[src/rtl/video_capture_pkg.sv]
// Shared state type and helpers for the video_capture block and its sync front end.
package video_capture_pkg;

    typedef enum logic [1:0] {
        IDLE    = 2'd0,
        SEEK    = 2'd1,
        CAPTURE = 2'd2,
        HOLD    = 2'd3
    } cap_state_e;

    // Width of the per-axis decimation down-counters (FB_SCALE is at most 63).
    localparam int MODW = 6;

    // Map a sync input to active-high whatever the source polarity.
    function automatic logic sync_norm(input logic sync_in, input logic active_high);
        return active_high ? sync_in : ~sync_in;
    endfunction

endpackage

[src/rtl/video_sync_edge.sv]
// Input register stages for the incoming video: polarity-normalised vsync edge,
// de rise/fall strobes and the colour word aligned with them.
module video_sync_edge
    import video_capture_pkg::*;
#(
    parameter int CHANW    = 4,
    parameter int SYNC_POL = 0
) (
    input  logic               clk_i,
    input  logic               rst_n_i,
    input  logic               vsync_i,
    input  logic               de_i,
    input  logic [3*CHANW-1:0] colr_i,
    output logic               vsync_edge_o,
    output logic               de_o,
    output logic               de_rise_o,
    output logic               de_fall_o,
    output logic [3*CHANW-1:0] colr_o
);

    localparam logic ACT_HIGH = (SYNC_POL != 0);

    logic               vs1_q;
    logic               vs2_q;
    logic               de1_q;
    logic               de2_q;
    logic [3*CHANW-1:0] colr1_q;

    // First stage captures the pins, second stage holds the previous sync/de for edge detection.
    always_ff @(posedge clk_i or negedge rst_n_i) begin
        if (!rst_n_i) begin
            vs1_q   <= 1'b0;
            vs2_q   <= 1'b0;
            de1_q   <= 1'b0;
            de2_q   <= 1'b0;
            colr1_q <= '0;
        end else begin
            vs1_q   <= sync_norm(vsync_i, ACT_HIGH);
            vs2_q   <= vs1_q;
            de1_q   <= de_i;
            de2_q   <= de1_q;
            colr1_q <= colr_i;
        end
    end

    assign vsync_edge_o = vs1_q & ~vs2_q;
    assign de_o         = de1_q;
    assign de_rise_o    = de1_q & ~de2_q;
    assign de_fall_o    = ~de1_q & de2_q;
    assign colr_o       = colr1_q;

endmodule

[src/rtl/video_capture.sv]
// Captures a decimated window of a DVI-style stream into the framebuffer write port.
// Optional VIDEO_CAPTURE_STATS_EN enables the measured width/height outputs.
module video_capture
    import video_capture_pkg::*;
#(
    parameter int CHANW     = 4,
    parameter int CORDW     = 16,
    parameter int FB_WIDTH  = 160,
    parameter int FB_HEIGHT = 90,
    parameter int FB_SCALE  = 4,
    parameter int CAP_OFFX  = 0,
    parameter int CAP_OFFY  = 60,
    parameter int SYNC_POL  = 0,
    parameter int ADDRW     = $clog2(FB_WIDTH*FB_HEIGHT)
) (
    input  logic               clk_pix,
    input  logic               rst_pix_n,
    input  logic               enable,
    input  logic               vid_hsync,
    input  logic               vid_vsync,
    input  logic               vid_de,
    input  logic [CHANW-1:0]   vid_r,
    input  logic [CHANW-1:0]   vid_g,
    input  logic [CHANW-1:0]   vid_b,
    output logic               fb_we,
    output logic [ADDRW-1:0]   fb_addr,
    output logic [3*CHANW-1:0] fb_colr,
    output logic               capturing,
    output logic               locked,
    output logic               frame_done,
    output logic               err_short,
    output logic [CORDW-1:0]   meas_w,
    output logic [CORDW-1:0]   meas_h
);

    localparam logic [MODW-1:0]  SC_M1 = MODW'(FB_SCALE - 1);
    localparam logic [CORDW-1:0] OFFX  = CORDW'(CAP_OFFX);
    localparam logic [CORDW-1:0] OFFY  = CORDW'(CAP_OFFY);
    localparam logic [CORDW-1:0] FBW   = CORDW'(FB_WIDTH);
    localparam logic [CORDW-1:0] FBH   = CORDW'(FB_HEIGHT);
    localparam logic [CORDW-1:0] CMAX  = '1;
    localparam logic [ADDRW-1:0] LAST  = ADDRW'(FB_WIDTH*FB_HEIGHT - 1);

    function automatic logic [CORDW-1:0] sat_inc(input logic [CORDW-1:0] v);
        return (v == CMAX) ? v : v + CORDW'(1);
    endfunction

    logic               vsync_edge_s, de_s, de_rise_s, de_fall_s;
    logic [3*CHANW-1:0] colr_s;
    logic               unused_s;

    // Lines are delimited by de, so hsync carries nothing this block needs.
    assign unused_s = vid_hsync;

    video_sync_edge #(.CHANW(CHANW), .SYNC_POL(SYNC_POL)) u_sync (
        .clk_i        (clk_pix),
        .rst_n_i      (rst_pix_n),
        .vsync_i      (vid_vsync),
        .de_i         (vid_de),
        .colr_i       ({vid_r, vid_g, vid_b}),
        .vsync_edge_o (vsync_edge_s),
        .de_o         (de_s),
        .de_rise_o    (de_rise_s),
        .de_fall_o    (de_fall_s),
        .colr_o       (colr_s)
    );

    logic [CORDW-1:0] ax_q, ax_d, ay_q, ay_d, fbx_q, fbx_d, fby_q, fby_d;
    logic [MODW-1:0]  mx_q, mx_d, my_q, my_d;
    logic             x_in_q, x_in_d, y_in_q, y_in_d;
    logic [CORDW-1:0] cur_x_s, cur_fbx_s;
    logic [MODW-1:0]  cur_mx_s;
    logic             x_hit_s, x_tick_s, y_hit_s, y_tick_s, sample_s;

    // Window/decimation tracking: x state restarts at de rise, y state at the vsync edge.
    always_comb begin
        cur_x_s   = de_rise_s ? '0 : ax_q;
        cur_fbx_s = de_rise_s ? '0 : fbx_q;
        cur_mx_s  = (de_rise_s || !x_in_q) ? '0 : mx_q;
        x_hit_s   = (x_in_q && !de_rise_s) || (cur_x_s == OFFX);
        x_tick_s  = x_hit_s && (cur_mx_s == '0);
        y_hit_s   = y_in_q || (ay_q == OFFY);
        y_tick_s  = y_hit_s && (my_q == '0);
        sample_s  = de_s && x_tick_s && (cur_fbx_s < FBW) && y_tick_s && (fby_q < FBH);

        if (de_s) begin
            ax_d   = sat_inc(cur_x_s);
            x_in_d = x_hit_s;
            mx_d   = !x_hit_s ? '0 : ((cur_mx_s == '0) ? SC_M1 : cur_mx_s - MODW'(1));
            fbx_d  = x_tick_s ? sat_inc(cur_fbx_s) : cur_fbx_s;
        end else begin
            ax_d   = ax_q;
            x_in_d = x_in_q;
            mx_d   = mx_q;
            fbx_d  = fbx_q;
        end

        if (vsync_edge_s) begin
            ay_d   = '0;
            y_in_d = 1'b0;
            my_d   = '0;
            fby_d  = '0;
        end else if (de_fall_s) begin
            ay_d   = sat_inc(ay_q);
            y_in_d = y_hit_s;
            my_d   = !y_hit_s ? '0 : ((my_q == '0) ? SC_M1 : my_q - MODW'(1));
            fby_d  = y_tick_s ? sat_inc(fby_q) : fby_q;
        end else begin
            ay_d   = ay_q;
            y_in_d = y_in_q;
            my_d   = my_q;
            fby_d  = fby_q;
        end
    end

    // Position and decimation counter registers.
    always_ff @(posedge clk_pix or negedge rst_pix_n) begin
        if (!rst_pix_n) begin
            ax_q <= '0; ay_q <= '0; fbx_q <= '0; fby_q <= '0;
            mx_q <= '0; my_q <= '0; x_in_q <= 1'b0; y_in_q <= 1'b0;
        end else begin
            ax_q <= ax_d; ay_q <= ay_d; fbx_q <= fbx_d; fby_q <= fby_d;
            mx_q <= mx_d; my_q <= my_d; x_in_q <= x_in_d; y_in_q <= y_in_d;
        end
    end

    cap_state_e         state_q;
    logic [ADDRW-1:0]   wptr_q, fb_addr_q;
    logic [3*CHANW-1:0] fb_colr_q;
    logic               fb_we_q, locked_q, frame_done_q, err_short_q;

    // Capture FSM with the write port and status pulses registered alongside it.
    always_ff @(posedge clk_pix or negedge rst_pix_n) begin
        if (!rst_pix_n) begin
            state_q      <= IDLE;
            wptr_q       <= '0;
            fb_we_q      <= 1'b0;
            fb_addr_q    <= '0;
            fb_colr_q    <= '0;
            locked_q     <= 1'b0;
            frame_done_q <= 1'b0;
            err_short_q  <= 1'b0;
        end else begin
            fb_we_q      <= 1'b0;
            frame_done_q <= 1'b0;
            err_short_q  <= 1'b0;
            if (!enable) begin
                state_q  <= IDLE;
                locked_q <= 1'b0;
            end else begin
                case (state_q)
                    IDLE: state_q <= SEEK;
                    SEEK: begin
                        if (vsync_edge_s) begin
                            state_q <= CAPTURE;
                            wptr_q  <= '0;
                        end
                    end
                    CAPTURE: begin
                        if (sample_s) begin
                            fb_we_q   <= 1'b1;
                            fb_addr_q <= wptr_q;
                            fb_colr_q <= colr_s;
                            wptr_q    <= wptr_q + ADDRW'(1);
                        end
                        // A vsync edge alongside the final write still counts as a complete frame.
                        if (sample_s && (wptr_q == LAST)) begin
                            if (vsync_edge_s) begin
                                frame_done_q <= 1'b1;
                                locked_q     <= 1'b1;
                                wptr_q       <= '0;
                            end else begin
                                state_q <= HOLD;
                            end
                        end else if (vsync_edge_s) begin
                            err_short_q <= 1'b1;
                            locked_q    <= 1'b0;
                            wptr_q      <= '0;
                        end
                    end
                    HOLD: begin
                        if (vsync_edge_s) begin
                            state_q      <= CAPTURE;
                            frame_done_q <= 1'b1;
                            locked_q     <= 1'b1;
                            wptr_q       <= '0;
                        end
                    end
                    default: state_q <= IDLE;
                endcase
            end
        end
    end

    assign fb_we      = fb_we_q;
    assign fb_addr    = fb_addr_q;
    assign fb_colr    = fb_colr_q;
    assign capturing  = (state_q == CAPTURE);
    assign locked     = locked_q;
    assign frame_done = frame_done_q;
    assign err_short  = err_short_q;

`ifdef VIDEO_CAPTURE_STATS_EN
    logic [CORDW-1:0] meas_w_q, meas_h_q;

    // Width is the pixel count of the line just ended; height is the line count of the frame just ended.
    always_ff @(posedge clk_pix or negedge rst_pix_n) begin
        if (!rst_pix_n) begin
            meas_w_q <= '0;
            meas_h_q <= '0;
        end else begin
            if (de_fall_s) begin
                meas_w_q <= ax_q;
            end
            if (vsync_edge_s) begin
                meas_h_q <= ay_q;
            end
        end
    end

    assign meas_w = meas_w_q;
    assign meas_h = meas_h_q;
`else
    assign meas_w = '0;
    assign meas_h = '0;
`endif

endmodule

[config.mk]
export PLATFORM = sky130hd
export DESIGN_NAME = video_capture
export DESIGN_NICKNAME = d
export VERILOG_FILES = /design/src/rtl/video_capture_pkg.sv /design/src/rtl/video_sync_edge.sv /design/src/rtl/video_capture.sv
export SDC_FILE = /design/constraint.sdc
export NUM_CORES = 1
export LEC_CHECK = 0
export BUFFER_PORTS_ARGS = -buffer_cell sky130_fd_sc_hd__buf_2
export CAP_MARGIN = 10
export CORE_AREA = 3 3 129 131
export CTS_BUF_LIST = sky130_fd_sc_hd__clkbuf_4 sky130_fd_sc_hd__clkbuf_8
export DETAILED_ROUTE_END_ITERATION = 8
export DIE_AREA = 0 0 132 134
export PLACE_DENSITY = 0.66
export SYNTH_ARGS = -nofsm -noshare
export SYNTH_HDL_FRONTEND = slang
export SYNTH_SLANG_ARGS = --single-unit
export TNS_END_PERCENT = 100
[constraint.sdc]
create_clock -name clk_pix -period 5.6 [get_ports clk_pix]
set_input_delay 0 -clock clk_pix [delete_from_list [all_inputs] [get_ports clk_pix]]
set_output_delay 0 -clock clk_pix [all_outputs]
set_load 0.1 [all_outputs]
==> flow_summary.ini, run 1 <==
[synth]
yosysMostFrequentCell = dfrtp_1
synthSimpleGateAreaFrac_pct = 24.3
synth_largest_area_cell = dfrtp_1
ys_ff_latch = 140
synthMuxAreaShare_pct = 8.17
async_flop_share_pct = 100
synth_top_area_share_pct = 46.4
ys_top_cells_by_area = dfrtp_1 46%, mux2_4 3.8%, nand2_1 3.7%
netlist_area_mm2 = 0.00755
ys_types = 64
seq_area_frac_synth_pct = 46.4
synth_top_family_by_area = simple AND/OR/NAND/NOR gates
syn_area_per_cell_um2 = 9.98
syn_inst = 757
synthXorXnorAreaFrac_pct = 1.74
synth_commonest_cells = 140 x dfrtp_1, 74 x nand2_1, 42 x a21oi_1
ys_warn_count = 0
synth-main-ff-cell = dfrtp_1
synth_edf_count = 0
yosys.area_share.adder_pct = 1.66
synth-compound-area-share_pct = 11.6

[route]
drt-wirelength-per-cell_um = 15.7
drc = 0
ant_nets = 0
vias_per_cell = 5.70
wl_um = 16400
vias = 5937
drtPass1Iterations = 6
drtIter0Drc = 477

[power]
p_leak_nw = 3.87
p_total_mw = 2.39
p_per_area_mw_per_mm2 = 285
ir_drop_mv = 0.164

[cts]
hold_buffers = 16
clkSinkCount = 140
cts_buffers = 17
max-clock-path-buffers = 2
path_clk_slew_ns = 0.08
clock-root-buffer = clkbuf_8
htreeDepth = 4
clk_latency_ns = 0.46
cts_setup_buffers = 0
cts_tree = built
cts_resized = 0

[run]
cap_violations = 0

[sta]
max_slew.worst_pin.slew_ns = 1.20
setup_viol = 0
relSlewSlack_pct = 19.2
finalSetupTns_ns = 0
fin_ws_ns = 1.44
finalClockSkew_ns = 0.0122
fin_crit_sh_pct = 74.3
final-hold-violation-count = 0
fmax_mhz = 240
rsz0062_at_grt = false
final_max_slew_viol_count = 0
holdWs_ns = 0.0991
min_period_ns = 4.16

[critical_path]
rr_startpoint = u_sync.de_o$_DFF_PN0_
critical_path_class = flip-flop to flip-flop
cp.buffers_inverters = 0
crit_path_end_kind = flip-flop
start_kind = flip-flop
reg2reg_to = fb_colr[7]$_DFFE_PN0P_
cp.arrival_ns = 4.51
path_max_fanout = 27
crit_slowest_cell = nor2b_1
max_stage_delay_ns = 0.99
cp_top_family = simple AND/OR/NAND/NOR gates
crit_required_ns = 5.94
r2r_setup_slack_ns = 1.44
r2r_cells = 5
crit_chain = nor2b_1 > mux2i_1 > a2111oi_4 > nand2_4 > mux2_4

[grt]
grt_usage_pct = 18.8
grt_pass1_wl_um = 27400
grt_max_degree = 75
grt_pass1_vias = 5680
antenna_found_initial = 0
grt_overflow_total = 0

[layout]
n_fill_cell = 1422
antenna-diode-count = 0
layout.nets = 840
area_delta_synth_final_pct = 11.2
fin_util_pct = 53.4
drive_gt1_share_pct = 15.3

[floorplan]
core_mm2 = 0.0157
io_pins = 81
die_w_um = 132
start_util_pct = 48.1
rows = 46
die-area_mm2 = 0.0177
fp.dieH_um = 134

[min_path]
hold_class = input port to async pin

[status]
status = completed

[placed_design]
gp_congestion = 0.850
pre_cts_ws_ns = 1.45
dpl.hpwl_um = 11000
port_buffers = 47
==> final cells by class <==
type	instances	area [µm²]	area share (%)
Timing Repair Buffer	68	439	5.23
Inverter	22	82.6	0.983
Sequential cell	140	3500	41.7
Clock buffer	17	234	2.79
Tap cell	216	270	3.22
Clock inverter	15	153	1.82
Multi-Input combinational cell	563	3720	44.2
==> registers in the layout, indices dropped and copies added (netlist names), 2 cells and up <==
name           flops
ax_q              16
ay_q              16
fb_addr           14
fb_colr           12
fbx_q             16
fby_q             16
mx_q               6
my_q               6
state_q            2
u_sync.colr_o     12
wptr_q            14
==> stage by stage <==
| step | std cells | instance area [µm²] |
|---|---|---|
| finish | 1041 | 8400 |
| global route | 1041 | 8400 |
| CTS | 1040 | 8390 |
| detailed placement | 992 | 7840 |
| global placement | 992 | 7840 |
| floorplan | 788 | 7670 |
==> cell families after synthesis <==
kind of cell | Yosys count
simple gates | 322
flops | 140
compound gates | 133
buf+inv | 85
mux | 51
xor+xnor | 15
fa+ha+maj | 10
other cells | 1
==> cells in the final DEF, fill, tap and decap left out, types with 8 or more instances in the layout <==
master         count
o31ai_1           16
mux2_2             9
clkbuf_8          17
nor2_1            25
nor4_1            17
nand4_1           22
nand2_1           74
nand2b_1          25
and2_1             8
inv_1             21
a21oi_1           42
dfrtp_1          140
mux2i_1           23
conb_1            32
or3_1             25
and4_1            12
and3_1            15
buf_2             46
nor3_1            14
xnor2_1            9
ha_1              10
or4_1             19
nand3_1           36
o21ai_0           30
mux2_4            19
dlygate4sd3_1     16
==> worst register-to-register path: cells and delay by family, from the launching register on <==
| family | cells | cell delay (ns) |
|---|---|---|
| compound gates | 1 | 0.94 |
| flops | 1 | 0.81 |
| mux | 2 | 0.78 |
| simple gates | 2 | 1.52 |
==> how the worst max path moves through the flow <==
| stage | from | end | depth (start not counted) | slack (ns) |
|---|---|---|---|---|
| detailed placement | u_sync.de_o$_DFF_PN0_ | fb_addr[2]$_DFFE_PN0P_ | 5 | 1.45 |
| global route | u_sync.de_o$_DFF_PN0_ | fb_addr[2]$_DFFE_PN0P_ | 5 | 1.06 |
| global placement | u_sync.de_o$_DFF_PN0_ | fb_colr[11]$_DFFE_PN0P_ | 5 | 1.51 |
| CTS | u_sync.de_o$_DFF_PN0_ | fb_addr[2]$_DFFE_PN0P_ | 5 | 1.45 |
| floorplan | u_sync.de2_q$_DFF_PN0_ | fb_addr[0]$_DFFE_PN0P_ | 12 | 2.35 |
| finish | u_sync.de_o$_DFF_PN0_ | fb_colr[7]$_DFFE_PN0P_ | 5 | 1.44 |
==> layer usage <==
| layer | vias to the layer above | part of all wire [%] | GRT usage (%) |
|---|---|---|---|
| li1 | 2846 | - | - |
| met4 | 0 | 1.5 | 7.53 |
| met3 | 21 | 4.0 | 3.79 |
| met2 | 145 | 49 | 30.4 |
| met5 | - | 0 | 0 |
| met1 | 2925 | 45 | 24.9 |
==> report_power, final <==
part	switching [mW]	internal (mW)
registers	0.0576	1.06
logic	0.335	0.125
clock network	0.447	0.365
total	0.840	1.55
Note: power is estimated with default switching activity, not from simulation.
==> run 2, diff against run 1 <==
--- a/config.mk
+++ b/config.mk
@@ -5,6 +5,7 @@
 export SDC_FILE = /design/constraint.sdc
 export NUM_CORES = 1
 export LEC_CHECK = 0
+export ABC_AREA = 1
 export BUFFER_PORTS_ARGS = -buffer_cell sky130_fd_sc_hd__buf_2
 export CAP_MARGIN = 10
 export CORE_AREA = 3 3 129 131
==> constraint.sdc (replaced) <==
create_clock -name clk_pix -period 4.3 [get_ports clk_pix]
set_input_delay 0 -clock clk_pix [delete_from_list [all_inputs] [get_ports clk_pix]]
set_output_delay 0 -clock clk_pix [all_outputs]
set_load 0.1 [all_outputs]
==> run 2 against run 1 <==
Effect of this change:
- clock skew rose by 0.00077 ns
- fmax rose by 25%
- routed wire length fell by 8.4%
- die area did not move
- critical path type unchanged
- clock power rose by 44%
- sequential cell count did not move
- non-clock buffer count did not move
- global-route usage fell by 0.83 points
- critical path depth rose by 9
- register-to-register slack got worse by 0.48 ns
==> flow_summary.ini, run 2 <==
[route]
drt-wirelength-per-cell_um = 12.1
drtIter0Drc = 301
vias_per_cell = 4.86
ant_nets = 0
vias = 6008
wl_um = 15000
drtPass1Iterations = 5
drc = 0

[layout]
fin_util_pct = 53.7
area_delta_synth_final_pct = 11.8
drive_gt1_share_pct = 11.6
final_cell_mix = 246 x nand2_1, 140 x dfrtp_1, 101 x inv_1, 101 x nor2_1, 61 x nand3_1
antenna-diode-count = 0
layout.nets = 1036
final_common_cell = nand2_1

[placed_design]
port_buffers = 47
dpl.hpwl_um = 10400
gp_congestion = 0.860

[sta]
max_slew.worst_pin.slew_ns = 0.879
setup_viol = 0
final-hold-violation-count = 0
rsz0062_at_grt = false
min_period_ns = 3.34
holdWs_ns = 0.178
relSlewSlack_pct = 41.4
final_max_slew_viol_count = 0
finalClockSkew_ns = 0.0130
fmax_mhz = 299
finalSetupTns_ns = 0
fin_crit_sh_pct = 77.6

[power]
p_per_area_mw_per_mm2 = 388
p_leak_nw = 4.17
ir_drop_mv = 0.221
p_int_mw = 2.20
p_sw_mw = 1.08
power_frac_clock_pct = 35.7
p_seq_share_pct = 44.5
swShare_pct = 32.9
pwr-share-comb_pct = 19.7
p_total_mw = 3.27

[grt]
grt_pass1_vias = 5745
grt_overflow_total = 0
grt_usage_pct = 17.9
antenna_found_initial = 0
grt_pass1_wl_um = 26400
grt_max_degree = 100

[cts]
clk_latency_ns = 0.46
path_clk_slew_ns = 0.09
cts_setup_buffers = 0
htreeDepth = 4
cts_tree = built
clkSinkCount = 140
max-clock-path-buffers = 2
cts_buffers = 17
clock-root-buffer = clkbuf_8

[synth]
syn_inst = 944
yosysMostFrequentCell = nand2_1
netlist_area_mm2 = 0.00755
async_flop_share_pct = 100
ys_ff_latch = 140
seq_area_frac_synth_pct = 46.4
ys_types = 43
synth_top_area_share_pct = 46.4
ys_top_cells_by_area = dfrtp_1 46%, nand2_1 12%, inv_1 5.0%
synth_edf_count = 0
syn_area_per_cell_um2 = 8.00
synth_commonest_cells = 246 x nand2_1, 140 x dfrtp_1, 101 x inv_1, 101 x nor2_1, 61 x nand3_1
synth_largest_area_cell = dfrtp_1
synth-main-ff-cell = dfrtp_1
ys_warn_count = 0

[critical_path]
start_kind = flip-flop
rr_startpoint = u_sync.de_o$_DFF_PN0_
crit_path_end_kind = flip-flop
path_max_fanout = 15
critical_path_class = flip-flop to flip-flop
r2r_cells = 14
reg2reg_to = wptr_q[8]$_DFFE_PN0P_
cp.arrival_ns = 3.69
r2r_setup_slack_ns = 0.96
crit_required_ns = 4.65

[floorplan]
die_w_um = 132
start_util_pct = 48.0
rows = 46
core_mm2 = 0.0157
io_pins = 81
fp.dieH_um = 134
die-area_mm2 = 0.0177

[min_path]
holdPathEnd = u_sync.colr_o[1]$_DFF_PN0_
hold_class = input port to flip-flop
hp-start = vid_b[1]
whs_path_depth = 2

[run]
cap_violations = 0

[status]
status = completed
[run 2: cell types whose count changed after synthesis, moves of 25 or more]
cell / previous run / this run
nand2_1: 74 / 246
inv_1: 21 / 101
nor2_1: 25 / 101
xor2_1: 6 / 43
nand2b_1: 25 / 0
nand3_1: 36 / 61
or3_1: 25 / 0
[run 2: what timing repair did]
action,CTS,global route
gates resized for setup,0,0
setup endpoints to repair,0,0
hold endpoints to repair,116,0
hold buffers,16,0
[run 2: critical path, cell delays in order (launching register included)]
cell      delay, ns
dfrtp_1        0.65
inv_2          0.25
nor2_4         0.35
nor2_2         0.14
inv_1          0.12
nor2_1         0.06
inv_1          0.07
ha_1           0.22
nand3_4        0.13
nor2_8         0.16
nand3_4        0.13
o211ai_4       0.43
nand2_2        0.30
nand2_1        0.14
nand2_1        0.05
[run 2: stage by stage]
| stage | cell area, µm² | std cells | setup slack (ns) |
|---|---|---|---|
| 2_1_floorplan | 7660 | 975 | 1.75 |
| 3_3_place_gp | 7840 | 1189 | 1.04 |
| 3_5_place_dp | 7840 | 1189 | 0.965 |
| 4_1_cts | 8440 | 1237 | 0.948 |
| 5_1_grt | 8440 | 1237 | 0.667 |
| 6_report | 8440 | 1237 | 0.961 |
[run 2: area by class of cell]
cell class	count	area, µm²
Fill cell	1477	7270
Tap cell	216	270
Multi-Input combinational cell	675	3390
Inverter	106	399
Sequential cell	140	3500
Clock buffer	19	262
Timing Repair Buffer	68	439
Clock inverter	13	180
[run 2: worst max path at each step]
stage	cells past startpoint	slack, ns	end	from
floorplan	5	1.75	wptr_q[10]$_DFFE_PN0P_	state_q[0]$_DFFE_PN0P_
global placement	14	1.04	wptr_q[8]$_DFFE_PN0P_	u_sync.de_o$_DFF_PN0_
detailed placement	14	0.97	wptr_q[8]$_DFFE_PN0P_	u_sync.de_o$_DFF_PN0_
CTS	14	0.95	wptr_q[8]$_DFFE_PN0P_	u_sync.de_o$_DFF_PN0_
global route	14	0.67	wptr_q[6]$_DFFE_PN0P_	u_sync.de_o$_DFF_PN0_
finish	14	0.96	wptr_q[8]$_DFFE_PN0P_	u_sync.de_o$_DFF_PN0_
[run 2: logic make-up after synthesis]
family | synth area share (%)
other | 0.0497
AO/OA/AOI/OAI | 7.41
flip-flops | 46.4
AND/OR/NAND/NOR | 28.5
XOR/XNOR | 5.69
adder cells (fa/ha/maj) | 1.66
buffers and inverters | 10.3
[run 2: power groups by stage]
stage / clock (mW) / sequential [mW] / combinational, mW
final: 1.17 / 1.46 / 0.645
after global routing: 1.26 / 1.47 / 0.729
after CTS: 1.20 / 1.46 / 0.650
after detailed placement: 0 / 1.48 / 0.637
after global placement: 0 / 1.48 / 0.629
after floorplan: 0 / 1.47 / 0.551
[run 2: layer usage]
metal  up-vias  wire length (µm)  track usage (%)  share of wire (%)
met3        18               529             3.53                3.5
met4         0               230             6.36                1.5
met5         -                 0                0                  0
li1       3096                 -                -                  -
met2       103              6830             28.5                 45
met1      2791              7430             24.7                 49
